<file path="src/rtl/pipe_hazard_ctrl.sv">
// rtl/pipe_hazard_ctrl.sv - hazard/sequencing controller for the 5-stage RV32I pipeline
// Optional performance counters (stall_cnt, flush_cnt) are built when HAZARD_PERF_CNT_EN is defined.
// Outputs are combinational from registered state plus current inputs; the stage
// registers downstream re-register them.
module pipe_hazard_ctrl #(
  parameter int TIMEOUT_CYCLES = 255,
  parameter int CNT_W          = 32
) (
  input  logic             clk,
  input  logic             rst,
  input  logic             icache_miss,
  input  logic             refill_ack,
  output logic             refill_req,
  output logic             refill_err,
  input  logic             memread_E,
  input  logic [4:0]       rd_E,
  input  logic [4:0]       rs1_D,
  input  logic [4:0]       rs2_D,
  input  logic             rs1_used_D,
  input  logic             rs2_used_D,
  input  logic             jal_D,
  input  logic             br_E,
  output logic             bubbleF,
  output logic             bubbleD,
  output logic             bubbleE,
  output logic             bubbleM,
  output logic             bubbleW,
`ifdef HAZARD_PERF_CNT_EN
  output logic [CNT_W-1:0] stall_cnt,
  output logic [CNT_W-1:0] flush_cnt,
`endif
  output logic             flushD,
  output logic             flushE,
  output logic             flushM,
  output logic             flushW
);

  // Watchdog is just wide enough to hold TIMEOUT_CYCLES.
  localparam int WD_W = (TIMEOUT_CYCLES < 1) ? 1 : $clog2(TIMEOUT_CYCLES + 1);
  localparam logic [WD_W-1:0] WD_LIMIT = WD_W'(TIMEOUT_CYCLES);
  localparam logic [WD_W-1:0] WD_MAX   = {WD_W{1'b1}};

  // Reject nonsensical configurations at elaboration.
  if (CNT_W < 1 || TIMEOUT_CYCLES < 1) begin : g_param_check
    $error("pipe_hazard_ctrl: CNT_W and TIMEOUT_CYCLES must be at least 1");
  end

  typedef enum logic [1:0] {
    ST_RUN    = 2'd0,
    ST_REFILL = 2'd1,
    ST_ERR    = 2'd2
  } state_t;

  state_t          state_q, state_d;
  logic            pend_q, pend_d;
  logic [WD_W-1:0] wdog_q, wdog_d;
  logic            err_q, err_d;
  logic            lu;

  // Load-use: the load in EX writes a register the ID instruction actually reads (x0 never hazards).
  assign lu = memread_E && (rd_E != 5'd0) &&
              ((rs1_used_D && (rs1_D == rd_E)) || (rs2_used_D && (rs2_D == rd_E)));

  // Next-state: a miss starts a refill unless a redirect in EX makes the fetch moot;
  // redirects seen while refilling are remembered and replayed as a D flush after ack.
  always_comb begin
    state_d = state_q;
    pend_d  = pend_q;
    wdog_d  = wdog_q;
    err_d   = err_q;
    case (state_q)
      ST_RUN: begin
        pend_d = 1'b0;
        wdog_d = '0;
        if (icache_miss && !br_E) begin
          state_d = ST_REFILL;
        end
      end
      ST_REFILL: begin
        if (br_E) begin
          pend_d = 1'b1;
        end
        if (refill_ack) begin
          state_d = ST_RUN;
          wdog_d  = '0;
        end else if (wdog_q == WD_LIMIT) begin
          state_d = ST_ERR;
          err_d   = 1'b1;
        end else if (wdog_q != WD_MAX) begin
          wdog_d = wdog_q + 1'b1;
        end
      end
      ST_ERR: begin
        err_d = 1'b1;
      end
      default: begin
        state_d = ST_RUN;
        pend_d  = 1'b0;
        wdog_d  = '0;
      end
    endcase
  end

  // State, pending redirect, watchdog and sticky error registers.
  always_ff @(posedge clk or posedge rst) begin
    if (rst) begin
      state_q <= ST_RUN;
      pend_q  <= 1'b0;
      wdog_q  <= '0;
      err_q   <= 1'b0;
    end else begin
      state_q <= state_d;
      pend_q  <= pend_d;
      wdog_q  <= wdog_d;
      err_q   <= err_d;
    end
  end

  // Stage control: redirect beats load-use beats JAL beats miss; refill holds F/D
  // and keeps inserting NOPs into EX so the held D instruction is not duplicated.
  always_comb begin
    bubbleF    = 1'b0;
    bubbleD    = 1'b0;
    bubbleE    = 1'b0;
    bubbleM    = 1'b0;
    bubbleW    = 1'b0;
    flushD     = 1'b0;
    flushE     = 1'b0;
    flushM     = 1'b0;
    flushW     = 1'b0;
    refill_req = 1'b0;
    if (rst) begin
      flushD = 1'b1;
      flushE = 1'b1;
      flushM = 1'b1;
      flushW = 1'b1;
    end else begin
      case (state_q)
        ST_RUN: begin
          flushD = pend_q;
          if (br_E) begin
            flushD = 1'b1;
            flushE = 1'b1;
          end else if (lu) begin
            bubbleF = 1'b1;
            bubbleD = 1'b1;
            flushE  = 1'b1;
          end else if (jal_D) begin
            flushD = 1'b1;
          end else if (icache_miss) begin
            bubbleF = 1'b1;
            bubbleD = 1'b1;
          end
        end
        ST_REFILL: begin
          refill_req = !refill_ack;
          bubbleF    = 1'b1;
          bubbleD    = 1'b1;
          flushE     = 1'b1;
        end
        ST_ERR: begin
          bubbleF = 1'b1;
          bubbleD = 1'b1;
          bubbleE = 1'b1;
          bubbleM = 1'b1;
          bubbleW = 1'b1;
        end
        default: begin
          bubbleF = 1'b0;
        end
      endcase
    end
  end

  assign refill_err = err_q;

`ifdef HAZARD_PERF_CNT_EN
  logic [CNT_W-1:0] stall_cnt_q;
  logic [CNT_W-1:0] flush_cnt_q;

  // Stall and flush event counters; wrap naturally at 2^CNT_W.
  always_ff @(posedge clk or posedge rst) begin
    if (rst) begin
      stall_cnt_q <= '0;
      flush_cnt_q <= '0;
    end else begin
      if (bubbleD) begin
        stall_cnt_q <= stall_cnt_q + 1'b1;
      end
      if (flushD || flushE) begin
        flush_cnt_q <= flush_cnt_q + 1'b1;
      end
    end
  end

  assign stall_cnt = stall_cnt_q;
  assign flush_cnt = flush_cnt_q;
`endif

endmodule

</file>
<file path="config.mk">
export PLATFORM = sky130hd
export DESIGN_NAME = pipe_hazard_ctrl
export DESIGN_NICKNAME = d
export VERILOG_FILES = /design/src/rtl/pipe_hazard_ctrl.sv
export SDC_FILE = /design/constraint.sdc
export NUM_CORES = 1
export LEC_CHECK = 0
export CAP_MARGIN = 15
export CORE_MARGIN = 2
export CORE_UTILIZATION = 43
export DETAILED_ROUTE_END_ITERATION = 10
export GPL_ROUTABILITY_DRIVEN = 0
export GPL_TIMING_DRIVEN = 0
export PLACE_DENSITY = 0.78
export SYNTH_ARGS = -nofsm -noshare
export SYNTH_HDL_FRONTEND = slang
export SYNTH_SLANG_ARGS = --single-unit
</file>
<file path="constraint.sdc">
create_clock -name clk -period 3 [get_ports clk]
set_input_delay 0.9 -clock clk [delete_from_list [all_inputs] [get_ports clk]]
set_output_delay 0.9 -clock clk [all_outputs]
set_load 0.005 [all_outputs]
</file>
Yosys cells after proc, flatten, opt, wreduce, memory -nomap -nowiden
Cells that the tools add are included.

word-level totals
  register bits = 12
  bits of input ports = 24
  output and inout port bits = 11
  logic and storage cells = 68

cells by class
  $add $sub $neg = 1
  eq/ne operators = 13
  bitwise gates (word level) = 1
  mux-type cells = 33
  reductions and logical operators = 16

operator list
  operator             count
  $mux 8               3
  $mux 1               21
  $pmux 8 s2           1
  $eq 5x5->1           2
  $ne 3x3->1 const B   3
  $reduce_and 3->1     3
  $add 8x1->8 const B  1
  $eq 8x8->1 const B   1
  $ne 2x2->1 const B   4
  $ne 8x8->1 const B   1
  $pmux 1 s2           4
  $mux 2               3
  $pmux 2 s3           1
  $logic_and 1x1->1    5
  $reduce_bool 5->1    1
  $eq 2x1->1 const B   1
  $eq 2x2->1 const B   1
  $logic_not 1->1      2
  $logic_not 2->1      1
  $reduce_and 2->1     1
  $reduce_bool 2->1    1
  $reduce_or 2->1      1
  $logic_or 1x1->1     1
  $not 1->1            1

Longest topological paths before layout
Gate-level depths: netlist (run 1).

  depth after elaboration = 8
  gate-level depth with buffers = 7
  gate-level depth less buffers = 6

Worst setup path after synthesis (run 1)
OpenSTA, ideal clock, no wires.

  path kind = input -> output
  start = input rd_E[3]
  end = output bubbleF
  slack = 0.127 ns
  arrival = 1.973 ns
  stages = 5
  cell sequence = xor2_1 -> nor4_1 -> a32oi_1 -> o31ai_1 -> buf_4

on the way
  word-level cells in the longest chain between the ends = 8

ends and longest elaborated chain
  item                     RTL line  source
  start, declared          16        input logic [4:0] rd_E,
  $eq 5x5->1               62        ((rs1_used_D && (rs1_D == rd_E)) || (rs2_used_D && (rs2_D == rd_E)));
  $logic_and 1x1->1        62
  $logic_or 1x1->1         62
  $logic_and 1x1->1 (*)    61        assign lu = memread_E && (rd_E != 5'd0) &&
  $mux 1 (*) (2 in a row)  -
  $pmux 1 s2 (*)           -
  $mux 1 (*)               -
  end, declared            23        output logic bubbleF,

Mark *: on every way between the ends. The rest lies on a longest branch, timed or not.

Worst setup path after layout (run 1)
  start = input rs1_D[3]
  end = output flushE

on the way
  word-level cells in the longest chain between the ends = 8

ends and longest elaborated chain
  item               RTL line  source
  start, declared    17        input logic [4:0] rs1_D,
  $eq 5x5->1         62
  $logic_and 1x1->1  62
  $logic_or 1x1->1   62
  $logic_and 1x1->1  61
  $mux 1             144       end else if (lu) begin
  $mux 1             141       if (br_E) begin
  $pmux 1 s2         138       case (state_q)
  $mux 1             132       if (rst) begin
  end, declared      33        output logic flushE,

Every way passes these cells.

==> results of run 1 <==
-- cell families (layout without fill, tap and decap cells) --
kind of cell    count (synthesis)  in the layout
simple gates                   36             36
compound gates                 32             32
mux                             1              1
buf+inv                        13             53
flops                          12             12
fa+ha+maj                       5              5
xor+xnor                       10             10
-- where the power goes --
group	leakage (uW)	internal [uW]	switching [uW]	total [uW]
combinational	0.000438	111	117	228
clock	0.0000138	46.5	51.2	97.6
sequential	0.000165	178	15.6	193
total	0.000616	335	184	519
-- timing repair --
action,in CTS,in global routing
gates resized for setup,71,4
buffers inserted,3,1
pin swaps,12,2
endpoints found under the setup margin,10,6
cloned,0,0
hold buffers,0,0
-- state kept, by name, indices dropped and copies added (netlist names) --
register    count
state_q         2
refill_err      1
wdog_q          8
pend_q          1
-- path summary, 6_finish.rpt --
path / slack (ns) / end / depth (start not counted)
worst max-delay path: -0.03 / flushE / 7
worst min-delay path: 0.49 / refill_err$_DFFE_PP0P_ / 1
worst max register to register: 1.31 / wdog_q[5]$_DFFE_PP0P_ / 7
worst min register to register: 0.49 / refill_err$_DFFE_PP0P_ / 1
max in group asynchronous: 1.88 / wdog_q[3]$_DFFE_PP0P_ / 3
min in group asynchronous: 0.96 / state_q[0]$_DFFE_PP0P_ / 3
-- cell type report --
type	instances	area [um^2]
Clock buffer	3	22.52
Sequential cell	12	300.3
Buffer	6	45.04
Timing Repair Buffer	38	319.1
Fill cell	174	640.6
Inverter	6	26.28
Multi-Input combinational cell	84	614.3
Tap cell	27	33.78
-- through the flow --
step,utilization [%],cells,TNS (ns),cell area (um^2),total power [uW]
finish,68.00,176,-0.05684,1361,519.1
detailed placement,65.50,170,-4.138,1311,424.7
floorplan,-,109,0,937.1,320.1
CTS,66.81,175,-0.04735,1338,516.9
global route,68.00,176,-0.2679,1361,561.8
global placement,65.50,170,-4.096,1311,416.6
-- layer usage --
layer	up-vias	global-route usage, %	wire length [um]
li1	485	-	-
met1	473	30.45	1095
met2	36	36.40	1259
met3	5	5.357	145
met4	0	4.955	12
met5	-	0	0
-- cells in the final DEF (no fill, tap or decap), types with 2 or more instances in the layout --
cell             count
o21ai_0              3
buf_6                4
ha_1                 5
nor4_2               2
a21oi_1             10
nor3_1               3
xor2_1               7
nor2_1               6
clkdlybuf4s50_1     11
nand4_1              2
a31oi_1              4
a211oi_1             2
nand2b_1             2
nor4_1               2
or3_1                2
buf_4                8
inv_1                5
dlygate4sd2_1        8
nand2_1              5
nand3_1              4
dfrtp_1             12
buf_2                9
xnor2_1              2
clkdlybuf4s15_1      3
clkbuf_4             3
a22o_1               2
==> run_results.csv, run 1 <==
group,metric,value,unit
yosys,yosys-top-cells-count,"dfrtp_1, a21oi_1, xor2_1",
critical_path,worst_path_largest_cell_delay,0.31,ns
detailed_routing,vias,999,
yosys,ys.flop_type,"dfrtp_1",
critical_path,end_kind,"output pin",
clock_network,clk_latency,0.27,ns
clock_network,numCtsBuffers,3,
place,place_ws,-0.9833,ns
critical_path,crit_family,"buffers and inverters",
yosys,synth.largest_area_cell,"dfrtp_1",
yosys,synth_cell_type_count,37,
sta,tightestPinTransition,0.4421,ns
yosys,synth_seq_cells,12,
clock_network,max-clock-path-buffers,2,
die,initial_core_util,46.81,%
hold_path,min-delay-start,"refill_err$_DFFE_PP0P_",
clock_network,cts.sinks,12,
sta,setup_viol,3,
detailed_routing,drt_iter0_markers,42,
flow_run,drv_cap,0,
clock_network,cts.htree.levels,1,
status,status,"finished, violations left",
yosys,ys_async_sr_fraction,100.0,%
sta,slew_viol_final,0,
yosys,synth_fa_ha_area_share,6.676,%
die,die_y,50.69,um
detailed_routing,post_drt_wl_per_cell,14.27,um
yosys,syn_nets,138,
die,coreArea,0.002002,mm^2
critical_path,r2r_start,"state_q[1]$_DFFE_PP0P_",
sta,final_hold_viol_count,0,
critical_path,start_kind,"input pin",
clock_network,tritoncts,"yes",
yosys,synthSimpleGateAreaFrac,20.56,%
detailed_routing,drt-pass1-iter-count,4,
pwr,p_leak,0.0006160,uW
sta,fin_ws,-0.02892,ns
yosys,synth.mux.area_fraction,1.202,%
die,die-area,0.002569,mm^2
die,num_rows,16,
sta,fin_crit,3.029,ns
cells_and_area,layout-drive-gt1-share,24.16,%
global_route,antenna_found_initial,0,
critical_path,startpoint,"rs1_D[3]",
die,fp.dieW,50.69,um
critical_path,cp_cell_sequence,"buf_6 > xor2_2 > nor4_2 > a32oi_2 > buf_4 > o31ai_4 > buf_2",
yosys,synth_top_area_share,32.04,%
sta,max_freq,330.2,MHz
pwr,max-vdd-ir-drop,0.2737,mV
sta,fin_crit_sh,101.0,%
global_route,grt-ovfl-total,0,
detailed_routing,routed_wl,2.511,mm
yosys,synth_most_common_cell,"dfrtp_1",
global_route,grt_pass1_wl,4.395,mm
global_route,grt_pass1_vias,958,
critical_path,critPathMaxFanout,2,
detailed_routing,viasPerCell,5.676,
hold_path,min_path_type,"flip-flop to flip-flop",
cells_and_area,area_delta_synth_final,45.26,%
sta,rsz0062_at_grt,"true",
place,io_buffers,34,
yosys,synth_top_family_by_area,"compound AO/OA/AOI/OAI gates",
critical_path,worstPathArrival,2.13,ns
yosys,synth_xor_area_share,9.346,%
detailed_routing,postRouteAntennaNets,0,
cells_and_area,antenna_cells,0,
global_route,grt_max_degree,13,
status,violations,"negative setup slack",
die,top_level_ports,35,
critical_path,path_class,"input pin to output pin",
global_route,grt_usage,22.48,%
detailed_routing,drc,0,
yosys,synth-compound-area-share,22.16,%
critical_path,worst-path-buf-inv,3,
yosys,synth.top_cells.by_area,"dfrtp_1, xor2_1, ha_1",
cells_and_area,layout.nets,180,
pwr,powerDensity,381.3,mW/mm^2
yosys,synth-seq-area-share,32.04,%
yosys,synth_edf_count,0,
yosys,synthCells,109,
critical_path,critPathSlowestCell,"nor4_2",
sta,whs,0.4923,ns
yosys,syn_area_per_cell,8.598,um^2
yosys,synth_area,937.1,um^2
clock_network,clk_pin_slew,0.07,ns
yosys,yosys_warnings,0,
place,dpl.hpwl,1.875,mm
sta,maxSlewHeadroom,70.52,%
critical_path,worstPathRequired,2.10,ns
clock_network,root_buffer,"clkbuf_4",
sta,clock_skew,0.004365,ns
No activity file was read; power rests on OpenSTA's default activity.
==> run 2: changes to the inputs <==
RECOVER_POWER = 50   (was not set)
==> run 2 against run 1 <==
The run still ends with negative setup slack left. Design area decreased by 0.37%. Clock skew about the same. First-iteration DRC count unchanged. Maximum frequency about the same. Non-clock buffer count unchanged. Clock-buffer cell count unchanged. Register-to-register slack about the same. Utilization decreased by 0.25 points. Die area unchanged. Clock power about the same. Critical path type unchanged.
==> run_results.csv, run 2 (synthesized netlist as in run 1, its figures left out) <==
group,metric,value,unit
status,status,"finished, violations left",
status,violations,"negative setup slack",
cells_and_area,mostFrequentLayoutCells,"dfrtp_1, a21oi_1, clkdlybuf4s50_1",
global_route,antenna_found_initial,0,
place,dpl_cell_area,0.001311,mm^2
detailed_routing,drc,0,
cells_and_area,final_common_cell,"dfrtp_1",
critical_path,worstPathArrival,2.13,ns
global_route,grt-ovfl-total,0,
critical_path,regToRegSetupSlack,1.31,ns
critical_path,end_kind,"output pin",
pwr,p_total,517.3,uW
sta,fin_crit,3.028,ns
clock_network,tritoncts,"yes",
critical_path,crit_family,"buffers and inverters",
clock_network,root_buffer,"clkbuf_4",
sta,fin_ws,-0.02835,ns
die,die-area,0.002569,mm^2
sta,maxSlewHeadroom,54.05,%
sta,max_freq,330.2,MHz
detailed_routing,drt-pass1-iter-count,4,
critical_path,worstPathRequired,2.10,ns
detailed_routing,vias,999,
detailed_routing,postRouteAntennaNets,0,
global_route,grt_pass1_vias,958,
cells_and_area,area_delta_synth_final,44.73,%
hold_path,min_path_type,"flip-flop to flip-flop",
sta,clock_skew,0.004365,ns
critical_path,worst-path-buf-inv,3,
global_route,grt_pass1_wl,4.395,mm
clock_network,cts.htree.levels,1,
pwr,powerDensity,381.4,mW/mm^2
detailed_routing,post_drt_wl_per_cell,14.26,um
critical_path,worst_path_largest_cell_delay,0.31,ns
cells_and_area,layout-drive-gt1-share,22.82,%
cells_and_area,nFillCells,176,
pwr,p_leak,0.0006130,uW
cells_and_area,top_regs,"wdog_q x8, state_q x2",
clock_network,numCtsBuffers,3,
die,initial_core_util,46.81,%
detailed_routing,viasPerCell,5.676,
sta,final_hold_viol_count,0,
cells_and_area,top_register,"wdog_q",
detailed_routing,drt_iter0_markers,42,
clock_network,max-clock-path-buffers,2,
critical_path,path_class,"input pin to output pin",
critical_path,critPathSlowestCell,"nor4_2",
sta,whs,0.4923,ns
die,fp.dieW,50.69,um
sta,rsz0062_at_grt,"true",
sta,timing.setup.tns,-0.05634,ns
die,die_y,50.69,um
die,top_level_ports,35,
clock_network,cts_hold_buffers,0,
die,num_rows,16,
global_route,grt_usage,22.48,%
cells_and_area,largest_register_ffs,8,
die,coreArea,0.002002,mm^2
clock_network,clk_pin_slew,0.07,ns
cells_and_area,multiInputGateArea,613.1,um^2
global_route,grt_max_degree,13,
clock_network,clk_latency,0.27,ns
detailed_routing,routed_wl,2.509,mm
place,io_buffers,34,
cells_and_area,fin_area,0.001356,mm^2
critical_path,start_kind,"input pin",
cells_and_area,antenna_cells,0,
critical_path,cp_cell_sequence,"buf_6 > xor2_2 > nor4_2 > a32oi_2 > buf_4 > o31ai_4 > buf_2",
sta,slew_viol_final,0,
flow_run,drv_cap,0,
sta,setup_viol,3,
pwr,max-vdd-ir-drop,0.2736,mV
critical_path,critPathMaxFanout,2,
place,dpl.hpwl,1.875,mm
cells_and_area,layout.nets,180,
sta,tightestPinTransition,0.6892,ns
cells_and_area,ff_latch_area,300.3,um^2
clock_network,cts.sinks,12,
sta,fin_crit_sh,100.9,%
cells_and_area,fin_util,67.75,%
-- run 2: changes by cell type in the layout (fill, tap and decap cells not counted) --
| cell | before | now |
|---|---|---|
| dlygate4sd3_1 | 0 | 1 |
| and2b_1 | 0 | 1 |
| clkdlybuf4s50_1 | 11 | 10 |
| buf_4 | 8 | 7 |
| clkbuf_1 | 1 | 2 |
| and2b_2 | 1 | 0 |
-- run 2: metrics by stage --
stage / setup slack, ns / std cells
final: -0.02835 / 176
after global placement: -1.015 / 170
after CTS: -0.02885 / 175
after floorplan: 0.1272 / 109
after detailed placement: -0.9833 / 170
after global routing: -0.1015 / 176
-- run 2: timing repair --
action	4_1_cts	5_1_grt
setup buffers	3	1
gates resized for setup	71	4
pin swaps	12	2
endpoints found under the setup margin	10	6
-- run 2: layer usage --
metal	part of all wire [%]	GRT usage, %
met1	44	30.45
met2	50	36.40
met3	5.7	5.357
met4	0.48	4.955
met5	0	0
-- run 2: cell type report --
type / count / share of cell area, %
Multi-Input combinational cell: 84 / 45.20
Inverter: 6 / 1.937
Buffer: 6 / 3.321
Tap cell: 27 / 2.491
Clock buffer: 3 / 1.661
Sequential cell: 12 / 22.14
Timing Repair Buffer: 38 / 23.25
-- run 2: path summary, 6_finish.rpt --
kind	startpoint	end	cells past startpoint
max	rs1_D[3]	flushE	7
min	refill_err$_DFFE_PP0P_	refill_err$_DFFE_PP0P_	1
max reg2reg	state_q[1]$_DFFE_PP0P_	wdog_q[5]$_DFFE_PP0P_	7
min reg2reg	refill_err$_DFFE_PP0P_	refill_err$_DFFE_PP0P_	1
max in group asynchronous	rst	wdog_q[3]$_DFFE_PP0P_	3
min in group asynchronous	rst	state_q[0]$_DFFE_PP0P_	3
-- run 2: power by group --
part / internal, uW / switching (uW)
Combinational: 109 / 117
Sequential: 178 / 15.6
Clock: 46.5 / 51.2
